### src/rtl/uart_rx_if.sv
// uart_rx_if: receive-side link between the RX pin/consumer and uart_rx.
//   RX          serial line (idle high), driven from the pin side
//   clr_rdy     consumer acknowledge, clears rdy
//   rx_data     last received byte
//   rdy         sticky byte-valid flag
//   framing_err bad stop bit on the last frame (only with UART_RX_FRAME_ERR_EN)
// master: pin/consumer side. slave: the receiver.
interface uart_rx_if;
    logic       RX;
    logic       clr_rdy;
    logic [7:0] rx_data;
    logic       rdy;
`ifdef UART_RX_FRAME_ERR_EN
    logic       framing_err;
`endif

    modport master (
        output RX,
        output clr_rdy,
        input  rx_data,
        input  rdy
`ifdef UART_RX_FRAME_ERR_EN
        ,
        input  framing_err
`endif
    );

    modport slave (
        input  RX,
        input  clr_rdy,
        output rx_data,
        output rdy
`ifdef UART_RX_FRAME_ERR_EN
        ,
        output framing_err
`endif
    );
endinterface

### src/rtl/uart_rx.sv
// uart_rx: 8N1 serial receiver, LSB first, idle-high line.
// Parameters:
//   BAUD_CYCLES  clocks per bit period (even, >= 16); 2604 = 19200 baud @ 50 MHz
// Ports:
//   clk   single clock
//   rst   asynchronous active-high reset
//   bus   uart_rx_if.slave: RX, clr_rdy in; rx_data, rdy (, framing_err) out
// Optional feature macro: UART_RX_FRAME_ERR_EN adds framing_err, registered
// from the inverted stop bit on frame completion.
module uart_rx #(
    parameter int BAUD_CYCLES = 2604
) (
    input  logic     clk,
    input  logic     rst,
    uart_rx_if.slave bus
);

    localparam int            CW   = $clog2(BAUD_CYCLES + 1);
    localparam logic [CW-1:0] FULL = CW'(BAUD_CYCLES);
    localparam logic [CW-1:0] HALF = CW'(BAUD_CYCLES / 2);
    localparam logic [CW-1:0] ONE  = CW'(1);

    typedef enum logic [1:0] {IDLE, START, RECEIVE} state_t;

    state_t        state, state_nx;
    logic          rx_m, rx_s, rx_prev;
    logic [CW-1:0] baud_cnt, baud_cnt_nx;
    logic [3:0]    bit_cnt, bit_cnt_nx;
    logic [8:0]    shreg, shreg_nx;
    logic [7:0]    rx_data_r;
    logic          rdy_r;
    logic          fall, start_edge, done;

    // Oldest bit falls off the bottom on each shift and is never needed.
    logic unused_shreg_lsb;
    assign unused_shreg_lsb = shreg[0];

    // Two-flop synchronizer plus one history flop for edge detection; all
    // reset to the idle level so reset release never looks like a start edge.
    always_ff @(posedge clk or posedge rst) begin
        if (rst) begin
            rx_m    <= 1'b1;
            rx_s    <= 1'b1;
            rx_prev <= 1'b1;
        end else begin
            rx_m    <= bus.RX;
            rx_s    <= rx_m;
            rx_prev <= rx_s;
        end
    end

    assign fall = rx_prev & ~rx_s;

    always_ff @(posedge clk or posedge rst) begin
        if (rst) begin
            state    <= IDLE;
            baud_cnt <= '0;
            bit_cnt  <= '0;
            shreg    <= '0;
        end else begin
            state    <= state_nx;
            baud_cnt <= baud_cnt_nx;
            bit_cnt  <= bit_cnt_nx;
            shreg    <= shreg_nx;
        end
    end

    // Counters act on the clock where baud_cnt steps from 1 to 0, so a load
    // of N spans exactly N clocks before the sample.
    always_comb begin
        state_nx    = state;
        baud_cnt_nx = baud_cnt;
        bit_cnt_nx  = bit_cnt;
        shreg_nx    = shreg;
        start_edge  = 1'b0;
        done        = 1'b0;
        case (state)
            IDLE: begin
                if (fall) begin
                    state_nx    = START;
                    baud_cnt_nx = HALF;
                    bit_cnt_nx  = '0;
                    start_edge  = 1'b1;
                end
            end
            START: begin
                if (baud_cnt == ONE) begin
                    // Mid start bit: a high line means the edge was a glitch.
                    if (rx_s) begin
                        state_nx    = IDLE;
                        baud_cnt_nx = '0;
                    end else begin
                        state_nx    = RECEIVE;
                        baud_cnt_nx = FULL;
                    end
                end else begin
                    baud_cnt_nx = baud_cnt - ONE;
                end
            end
            RECEIVE: begin
                if (baud_cnt == ONE) begin
                    shreg_nx    = {rx_s, shreg[8:1]};
                    bit_cnt_nx  = bit_cnt + 4'd1;
                    baud_cnt_nx = FULL;
                    // Ninth sample is the stop bit, taken mid-bit so IDLE is
                    // back in time for a back-to-back start edge.
                    if (bit_cnt == 4'd8) begin
                        done     = 1'b1;
                        state_nx = IDLE;
                    end
                end else begin
                    baud_cnt_nx = baud_cnt - ONE;
                end
            end
            default: state_nx = IDLE;
        endcase
    end

    // Completion beats a simultaneous clear.
    always_ff @(posedge clk or posedge rst) begin
        if (rst) begin
            rx_data_r <= 8'h00;
            rdy_r     <= 1'b0;
        end else begin
            if (done)
                rx_data_r <= shreg_nx[7:0];
            if (done)
                rdy_r <= 1'b1;
            else if (start_edge || bus.clr_rdy)
                rdy_r <= 1'b0;
        end
    end

    assign bus.rx_data = rx_data_r;
    assign bus.rdy     = rdy_r;

`ifdef UART_RX_FRAME_ERR_EN
    logic ferr_r;

    always_ff @(posedge clk or posedge rst) begin
        if (rst)
            ferr_r <= 1'b0;
        else if (done)
            ferr_r <= ~shreg_nx[8];
        else if (start_edge || bus.clr_rdy)
            ferr_r <= 1'b0;
    end

    assign bus.framing_err = ferr_r;
`endif

endmodule

### src/flat_wrapper.sv
// flat-port wrapper written by rule: the top's interface ports become plain ports
module uart_rx_flat 
#(
    parameter int BAUD_CYCLES = 2604
)
  (clk, rst, bus_RX, bus_clr_rdy, bus_rx_data, bus_rdy);
  uart_rx_if bus_i ();
  input  logic clk;
  input  logic rst;
  input wire logic [$bits(bus_i.RX)-1:0] bus_RX;
  input wire logic [$bits(bus_i.clr_rdy)-1:0] bus_clr_rdy;
  output wire logic [$bits(bus_i.rx_data)-1:0] bus_rx_data;
  output wire logic [$bits(bus_i.rdy)-1:0] bus_rdy;
  assign bus_i.RX = bus_RX;
  assign bus_i.clr_rdy = bus_clr_rdy;
  assign bus_rx_data = bus_i.rx_data;
  assign bus_rdy = bus_i.rdy;
  uart_rx #(.BAUD_CYCLES(BAUD_CYCLES)) u_core (.clk(clk), .rst(rst), .bus(bus_i));
endmodule
### config.mk
export PLATFORM = sky130hd
export DESIGN_NAME = uart_rx_flat
export DESIGN_NICKNAME = d
export VERILOG_FILES = /design/src/rtl/uart_rx_if.sv /design/src/rtl/uart_rx.sv /design/src/flat_wrapper.sv
export SDC_FILE = /design/constraint.sdc
export NUM_CORES = 1
export LEC_CHECK = 0
export ABC_AREA = 0
export BUFFER_PORTS_ARGS = -buffer_cell sky130_fd_sc_hd__buf_4
export CORE_ASPECT_RATIO = 0.6
export CORE_UTILIZATION = 55
export DETAILED_ROUTE_END_ITERATION = 8
export PLACE_DENSITY = 0.8
export SYNTH_ARGS = -nofsm -noshare
export SYNTH_HDL_FRONTEND = slang
export SYNTH_SLANG_ARGS = --single-unit
### constraint.sdc
create_clock -name clk -period 2.4 [get_ports clk]
set_input_delay 0.12 -clock clk [delete_from_list [all_inputs] [get_ports clk]]
set_output_delay 0.12 -clock clk [all_outputs]
set_load 0.005 [all_outputs]
==> PnR_summary.wiki, run 1 <==
{| class="wikitable"
! Metric !! Value
|-
| Count of maximum capacitance violations || 0
|-
| Post-detailed-placement half-perimeter wirelength || 3.48 mm
|-
| Unrepaired setup endpoints after global routing || false
|-
| Flip-flop and latch count after synthesis || 38
|-
| Clock latency on the worst-skew pair || around 0.28 ns
|-
| Routed via count divided by cell count || between 6 and 7
|-
| Share of post-route cells with drive strength above 1 || around 25%
|-
| Count of different cell masters after synthesis || 48
|-
| Core Footprint || approximately 3400 sq um
|-
| Outcome || completed
|-
| FF/Latch Area || 955 sq um
|-
| Clock tree from TritonCTS || built
|-
| Sequential element share of the synthesized area || between 40 and 50%
|-
| Via count || 1662
|-
| Maximum buffer depth of the clock tree || 2
|-
| Type of the tightest min-delay check || in2reg
|-
| Fill cell instance count of the final layout || 240
|-
| Commonest cells after routing, fill and taps aside || sky130_fd_sc_hd__dfrtp_1 (35), sky130_fd_sc_hd__buf_4 (20), sky130_fd_sc_hd__nand2_1 (17)
|-
| Fin Setup TNS || 0 ns
|-
| Clock skew after layout || ~0.0076 ns
|-
| Leakage Power || between 1 and 1.5 nW
|-
| Pin count of the biggest net entering global routing || 39
|-
| GR Util met1 || between 30% and 40%
|-
| Count of unresolved DRC violations after routing || 0
|-
| Slew of the pin with the lowest slew margin || roughly 0.65 ns
|-
| Initial Util || 60.1%
|-
| ANT cells || 0
|-
| Highest Clock Rate || approximately 460 MHz
|-
| Switching power as a share of total power || 35.4%
|-
| Width of the chip || a little over 80 microns
|-
| Clock network fraction of total power || roughly 30%
|-
| Post-synth EDFFs || 0
|-
| Placer congestion estimate || 0.933
|-
| Die footprint || between 3000 and 4000 sq um
|-
| Crit path time final || ~2.2 ns
|-
| Placed cell count || 251
|-
| Number of detailed-routing iterations run before antenna repair || 4
|-
| Worst Path Max Fanout || 12
|-
| Cell area after placement || between 2000 and 2500 sq um
|-
| Final critical-path setup slack || roughly 0.23 ns
|-
| Post-route cell area || 2390 sq um
|-
| Average wire per standard cell || approximately 18 microns
|-
| Synthesized netlist net count || between 200 and 250
|-
| Most frequent standard cell in the layout excluding fill and tap cells || sky130_fd_sc_hd__dfrtp_1
|-
| Min Hold Slack || 0.318 ns
|-
| Number of port buffers || 12
|-
| Total power divided by cell area || between 900 and 1000 nW/um^2
|-
| Remaining antenna violation count || 0
|-
| Hold depth || 4
|-
| Number of max-slew violations in the final report || 0
|-
| Synth Area per Inst || roughly 11 sq um
|-
| Number of antenna violations at the first check in global routing || 0
|-
| Number of I/O pins || 13
|-
| Type of element launching the critical path || flop
|-
| Total number of clock tree sinks || 38
|-
| Normalized max-slew margin || 56.0%
|-
| Cell Int Power || around 1.4 mW
|-
| Number of buffers created by CTS || 5
|-
| Net total in the final layout || 227
|-
| Met2 track demand over resource || between 40% and 50%
|-
| Final hold viol count || 0
|-
| Via count of the first global-routing pass || 1679
|-
| Initial DRC Count || about 210
|-
| Die height || slightly below 50 microns
|-
| Net switching power || 781 uW
|-
| CTS clock-pin slew for the worst setup and hold paths || 0.07 ns
|-
| Setup CP Type || reg2reg
|-
| Clock H-tree levels || 2
|-
| WP data required || 2.60 ns
|-
| Worst vdd rail ir drop || about 500 uV
|-
| Post-Synthesis Cells || ~190
|-
| Final setup vio count || 0
|-
| Pre-CTS WS || between 0.2 and 0.3 ns
|-
| Warnings, synthesis || 0
|-
| Footprint of the multi-input gates || between 1000 and 1500 sq um
|-
| Critical Path AT || 2.37 ns
|-
| Finished Layout Cells || around 260
|-
| Fraction of the cycle the final worst path needs || between 90 and 100%
|-
| Sequential share of power || a little under two fifths
|-
| Global-route track usage on met3 || approximately 6.7%
|-
| GRT Resource Usage Total || roughly 28%
|-
| Critical Path Sink Type || flop
|-
| Placement Rows || 16
|-
| Post-synth design cell area || roughly 2000 sq um
|-
| Primary FF master, synth || sky130_fd_sc_hd__dfrtp_1
|-
| Cell at the root of the clock tree || sky130_fd_sc_hd__clkbuf_8
|-
| Relative contribution of combinational cells to total power || approximately 33%
|-
| WL final || just under 5 mm
|-
| Area delta synth->final || 16.8%
|-
| GRT Max-Usage Layer || met2
|-
| Cell count of the worst reg-to-reg path || 7
|-
| Async SR Flop Fraction || 100%
|-
| Wire length of the first global-routing pass || 8.21 mm
|-
| Sum of overflow across all layers after global routing || 0
|}
## metrics by stage
stage               util [%]  power [mW]
floorplan                  -        1.31
global placement        65.5        1.48
detailed placement      65.5        1.53
CTS                     70.3        2.20
global route            70.3        2.33
finish                  70.3        2.21
## logic make-up (layout without fill, tap and decap cells)
group / Yosys count / in the layout / synth area share (%)
buffers and inverters: 17 / 41 / 3.24
multiplexers: 17 / 17 / 9.29
adder cells (fa/ha/maj): 8 / 8 / 4.89
AO/OA/AOI/OAI: 50 / 50 / 17.0
AND/OR/NAND/NOR: 62 / 62 / 18.9
flip-flops: 38 / 38 / 46.6
## cell usage after synthesis, types with 4 or more instances
cell                       instances  area share (%)
sky130_fd_sc_hd__nand4_1           4             1.2
sky130_fd_sc_hd__nor2_1            6             1.1
sky130_fd_sc_hd__mux2_2           16             8.8
sky130_fd_sc_hd__nand2b_1          4             1.2
sky130_fd_sc_hd__dfrtp_1          35              43
sky130_fd_sc_hd__ha_1              8             4.9
sky130_fd_sc_hd__nand2_1          17             3.1
sky130_fd_sc_hd__nand3_1           7             1.7
sky130_fd_sc_hd__o21ai_0           8             2.0
sky130_fd_sc_hd__a31oi_1           5             1.5
sky130_fd_sc_hd__o311ai_0          5             2.1
sky130_fd_sc_hd__a21oi_1          12             2.9
sky130_fd_sc_hd__inv_1            11             2.0
## area by class of cell
class / count / share of cell area (%)
timing repair buffer: 22 / 7.12
multi-input combinational: 137 / 42.9
sequential: 38 / 39.9
clock inverter: 2 / 2.51
inverter: 11 / 1.73
clock buffer: 6 / 3.45
tap: 45 / 2.35
## worst paths after layout
kind	startpoint	end	slack, ns
min in group asynchronous	rst	u_core.bus.rx_data[6]	0.50
hold reg to reg	u_core.rx_m	u_core.rx_s	0.36
max in group asynchronous	rst	u_core.rx_prev	1.54
setup / recovery	u_core.state[0]	u_core.baud_cnt[9]	0.23
hold / removal	bus_clr_rdy	u_core.bus.rdy	0.32
setup reg to reg	u_core.state[0]	u_core.baud_cnt[9]	0.23
## timing repair
action                                 CTS  global route
resized for setup                        0             0
hold buffers                             2             0
buffers inserted                         0             0
endpoints found under the hold margin   36             0
## flip-flops by register name, summed over array words and instances, names as in the netlist
name	count
u_core.bus.rx_data	8
u_core.state	2
u_core.rx_m	1
u_core.rx_s	1
u_core.bit_cnt	4
u_core.bus.rdy	1
u_core.rx_prev	1
u_core.baud_cnt	12
u_core.shreg	8
## power by group through the flow
stage / clock (mW) / sequential [mW] / combinational, mW
after floorplan: 0 / 0.796 / 0.516
after detailed placement: 0 / 0.822 / 0.704
after global placement: 0 / 0.815 / 0.667
final: 0.665 / 0.816 / 0.729
after global routing: 0.707 / 0.827 / 0.795
after CTS: 0.674 / 0.812 / 0.711
## worst max-delay path: stages (launching register included)
cell                       delay [ns]
sky130_fd_sc_hd__dfrtp_1         0.43
sky130_fd_sc_hd__inv_1           0.11
sky130_fd_sc_hd__ha_1            0.20
sky130_fd_sc_hd__buf_4           0.21
sky130_fd_sc_hd__nor2b_1         0.07
sky130_fd_sc_hd__a41oi_1         0.56
sky130_fd_sc_hd__o311ai_0        0.29
sky130_fd_sc_hd__a21oi_1         0.22
## per-layer routing
metal | vias up | routed length [microns] | share of wire (%)
li1 | 760 | - | -
met4 | 0 | 70 | 1.5
met1 | 812 | 2200 | 46
met3 | 9 | 350 | 7.3
met5 | - | 0 | 0
met2 | 81 | 2190 | 45
Power figures use the tool's default switching activity.
==> run 2: changes to the inputs <==
--- a/config.mk
+++ b/config.mk
@@ -8,9 +8,9 @@
 export ABC_AREA = 0
 export BUFFER_PORTS_ARGS = -buffer_cell sky130_fd_sc_hd__buf_4
 export CORE_ASPECT_RATIO = 0.6
-export CORE_UTILIZATION = 55
+export CORE_UTILIZATION = 59
 export DETAILED_ROUTE_END_ITERATION = 8
-export PLACE_DENSITY = 0.8
+export PLACE_DENSITY = 0.85
 export SYNTH_ARGS = -nofsm -noshare
 export SYNTH_HDL_FRONTEND = slang
 export SYNTH_SLANG_ARGS = --single-unit
==> PnR_summary.wiki, run 2 (synthesized netlist as in run 1, its figures left out) <==
{| class="wikitable"
! Metric !! Value
|-
| Die footprint || 3720 sq um (-6.6%)
|-
| Clock skew after layout || 0.0108 ns (+0.00327 ns)
|-
| Setup CP Type || reg2reg
|-
| Clock latency on the worst-skew pair || 0.30 ns (+0.02 ns)
|-
| Switching power as a share of total power || 35.8% (+0.43 points)
|-
| Normalized max-slew margin || 60.5% (+4.5 points)
|-
| Final setup vio count || 0 (unchanged)
|-
| Worst vdd rail ir drop || 500 uV (-0.72%)
|-
| Source of the critical timing path || u_core.baud_cnt[0]
|-
| WL final || 4.56 mm (-5.3%)
|-
| Crit Reg-Reg Startpoint || u_core.baud_cnt[0]
|-
| GRT Resource Usage Total || 27.4% (-0.29 points)
|-
| Final critical-path setup slack || 0.334 ns (+0.100 ns)
|-
| Fin Setup TNS || 0 ns (unchanged)
|-
| GR Util met1 || 39.2% (-0.19 points)
|-
| Area delta synth->final || 16.8% (unchanged)
|-
| Clock network fraction of total power || 30.8% (+0.7 points)
|-
| Outcome || completed
|-
| Global-route track usage on met3 || 6.10% (-0.63 points)
|-
| GRT Max-Usage Layer || met2
|-
| Width of the chip || 78.0 microns (-3.4%)
|-
| Clock tree from TritonCTS || built
|-
| Count of unresolved DRC violations after routing || 0 (unchanged)
|-
| Final hold viol count || 0 (unchanged)
|-
| Routed via count divided by cell count || 6.25 (-1.9%)
|-
| Sum of overflow across all layers after global routing || 0 (unchanged)
|-
| Number of setup buffers added after CTS || 0 (unchanged)
|-
| Net total in the final layout || 227 (unchanged)
|-
| Critical Path AT || 2.23 ns (-0.14 ns)
|-
| Remaining antenna violation count || 0 (unchanged)
|-
| Fill cell instance count of the final layout || 228 (-5.0%)
|-
| Placer congestion estimate || 0.936 (+0.34%)
|-
| Share of post-route cells with drive strength above 1 || 25.0% (unchanged)
|-
| Register containing the most flip-flops in the final layout || u_core.baud_cnt
|-
| Number of detailed-routing iterations run before antenna repair || 4 (unchanged)
|-
| CTS clock-pin slew for the worst setup and hold paths || 0.08 ns (about the same)
|-
| Cell Int Power || 1.43 mW (about the same)
|-
| Initial Util || 62.3% (+2.2 points)
|-
| Number of I/O pins || 13 (unchanged)
|-
| Fraction of the core area covered by cells at the end of the flow || 72.8% (+2.6 points)
|-
| Commonest cells after routing, fill and taps aside || sky130_fd_sc_hd__dfrtp_1 (35), sky130_fd_sc_hd__buf_4 (20), sky130_fd_sc_hd__nand2_1 (17)
|-
| CP Cell Sequence || ha_1, nor4b_2, buf_4, a31oi_1, nand3_1, o311ai_0
|-
| Met2 track demand over resource || 42.8% (+0.29 points)
|-
| Average wire per standard cell || 17.5 microns (-5.3%)
|-
| Leakage Power || 1.09 nW (about the same)
|-
| Via count of the first global-routing pass || 1502 (-11%)
|-
| ANT cells || 0 (unchanged)
|-
| Number of antenna violations at the first check in global routing || 0 (unchanged)
|-
| Highest Clock Rate || 484 MHz (+4.9%)
|-
| Type of the tightest min-delay check || in2async
|-
| Post-detailed-placement half-perimeter wirelength || 3.22 mm (-7.2%)
|-
| Number of buffers created by CTS || 5 (unchanged)
|-
| Footprint of the multi-input gates || 1030 sq um (unchanged)
|-
| Most frequent standard cell in the layout excluding fill and tap cells || sky130_fd_sc_hd__dfrtp_1
|-
| Cell at the root of the clock tree || sky130_fd_sc_hd__clkbuf_8
|-
| Count of maximum capacitance violations || 0 (unchanged)
|-
| Type of element launching the critical path || flop
|-
| WP data required || 2.57 ns (-0.03 ns)
|-
| Pre-CTS WS || 0.369 ns (+0.0747 ns)
|-
| Slowest cell on crit path || sky130_fd_sc_hd__a31oi_1
|-
| Total number of clock tree sinks || 38 (unchanged)
|-
| Critical Path Sink Type || flop
|-
| Net switching power || 796 uW (+1.9%)
|-
| Unrepaired setup endpoints after global routing || false
|-
| Min Hold Slack || 0.261 ns (-0.0575 ns)
|-
| FF/Latch Area || 955 sq um (unchanged)
|-
| Critical path's largest stage delay || 0.45 ns (-0.11 ns)
|-
| Maximum buffer depth of the clock tree || 2 (unchanged)
|-
| Relative contribution of combinational cells to total power || 32.3% (-0.7 points)
|-
| Number of port buffers || 12 (unchanged)
|-
| Worst Path Max Fanout || 6 (-6)
|-
| Total power divided by cell area || 931 nW/um^2 (+0.71%)
|-
| Wire length of the first global-routing pass || 7.51 mm (-8.6%)
|-
| Initial DRC Count || 154 (-26%)
|-
| Pin count of the biggest net entering global routing || 37 (-5.1%)
|-
| Crit path time final || 2.07 ns (-0.100 ns)
|-
| Max reg flops || 12 (unchanged)
|-
| Via count || 1631 (-1.9%)
|-
| Clock H-tree levels || 2 (unchanged)
|-
| Sequential share of power || 36.9% (about the same)
|-
| Die height || 47.6 microns (-3.3%)
|-
| Fraction of the cycle the final worst path needs || 86.1% (-4.2 points)
|-
| Core Footprint || 3280 sq um (-3.5%)
|-
| Placement Rows || 16 (unchanged)
|-
| Number of max-slew violations in the final report || 0 (unchanged)
|-
| Slew of the pin with the lowest slew margin || 0.585 ns (-0.0670 ns)
|}
## run 2: cell counts in the layout (fill, tap and decap cells not counted)
No cell type changed its count.
## run 2: path summary, 6_finish.rpt
check	to	depth (start not counted)	slack, ns
min in group clk	u_core.bus.rdy	4	0.32
setup / recovery	u_core.baud_cnt[7]	6	0.33
max in group asynchronous	u_core.rx_m	4	1.47
hold / removal	u_core.state[0]	3	0.26
setup reg to reg	u_core.baud_cnt[7]	6	0.33
hold reg to reg	u_core.rx_s	0	0.36
## run 2: cell type report
cell class              count  share of cell area, %
flip-flops and latches     38                   39.9
repair buffers             22                   7.12
well taps                  45                   2.35
clock inverters             2                   2.51
inverters                  11                   1.73
multi-input cells         137                   42.9
clock buffers               6                   3.45
## run 2: what timing repair did
item / in CTS / in global routing
hold buffers: 2 / 0
resized for setup: 0 / 0
endpoints found under the hold margin: 3 / 0
## run 2: metrics by stage
step | cell area, sq um | power (mW) | instances
6_report | 2390 | 2.23 | 261
3_5_place_dp | 2230 | 1.52 | 251
5_1_grt | 2390 | 2.32 | 261
4_1_cts | 2390 | 2.20 | 261
3_3_place_gp | 2230 | 1.48 | 251
2_1_floorplan | 2050 | 1.31 | 192
## run 2: per-layer routing
layer  share of wire, %  wire [microns]
met5                  0               0
met4               0.99              45
met3                7.2             329
met2                 45            2060
met1                 47            2120
## run 2: critical path: cells and delay by family (launching register included)
family | cells | cell delay [ns]
flops | 1 | 0.44
fa+ha+maj | 1 | 0.23
compound gates | 2 | 0.78
buf+inv | 1 | 0.17
simple gates | 2 | 0.33
## run 2: power groups by stage
stage                     Clock [mW]  Combinational [mW]  Sequential, mW
final                          0.686               0.718           0.821
after global routing           0.707               0.782           0.833
after CTS                      0.683               0.699           0.816
after detailed placement           0               0.694           0.827
after global placement             0               0.661           0.819
after floorplan                    0               0.516           0.796
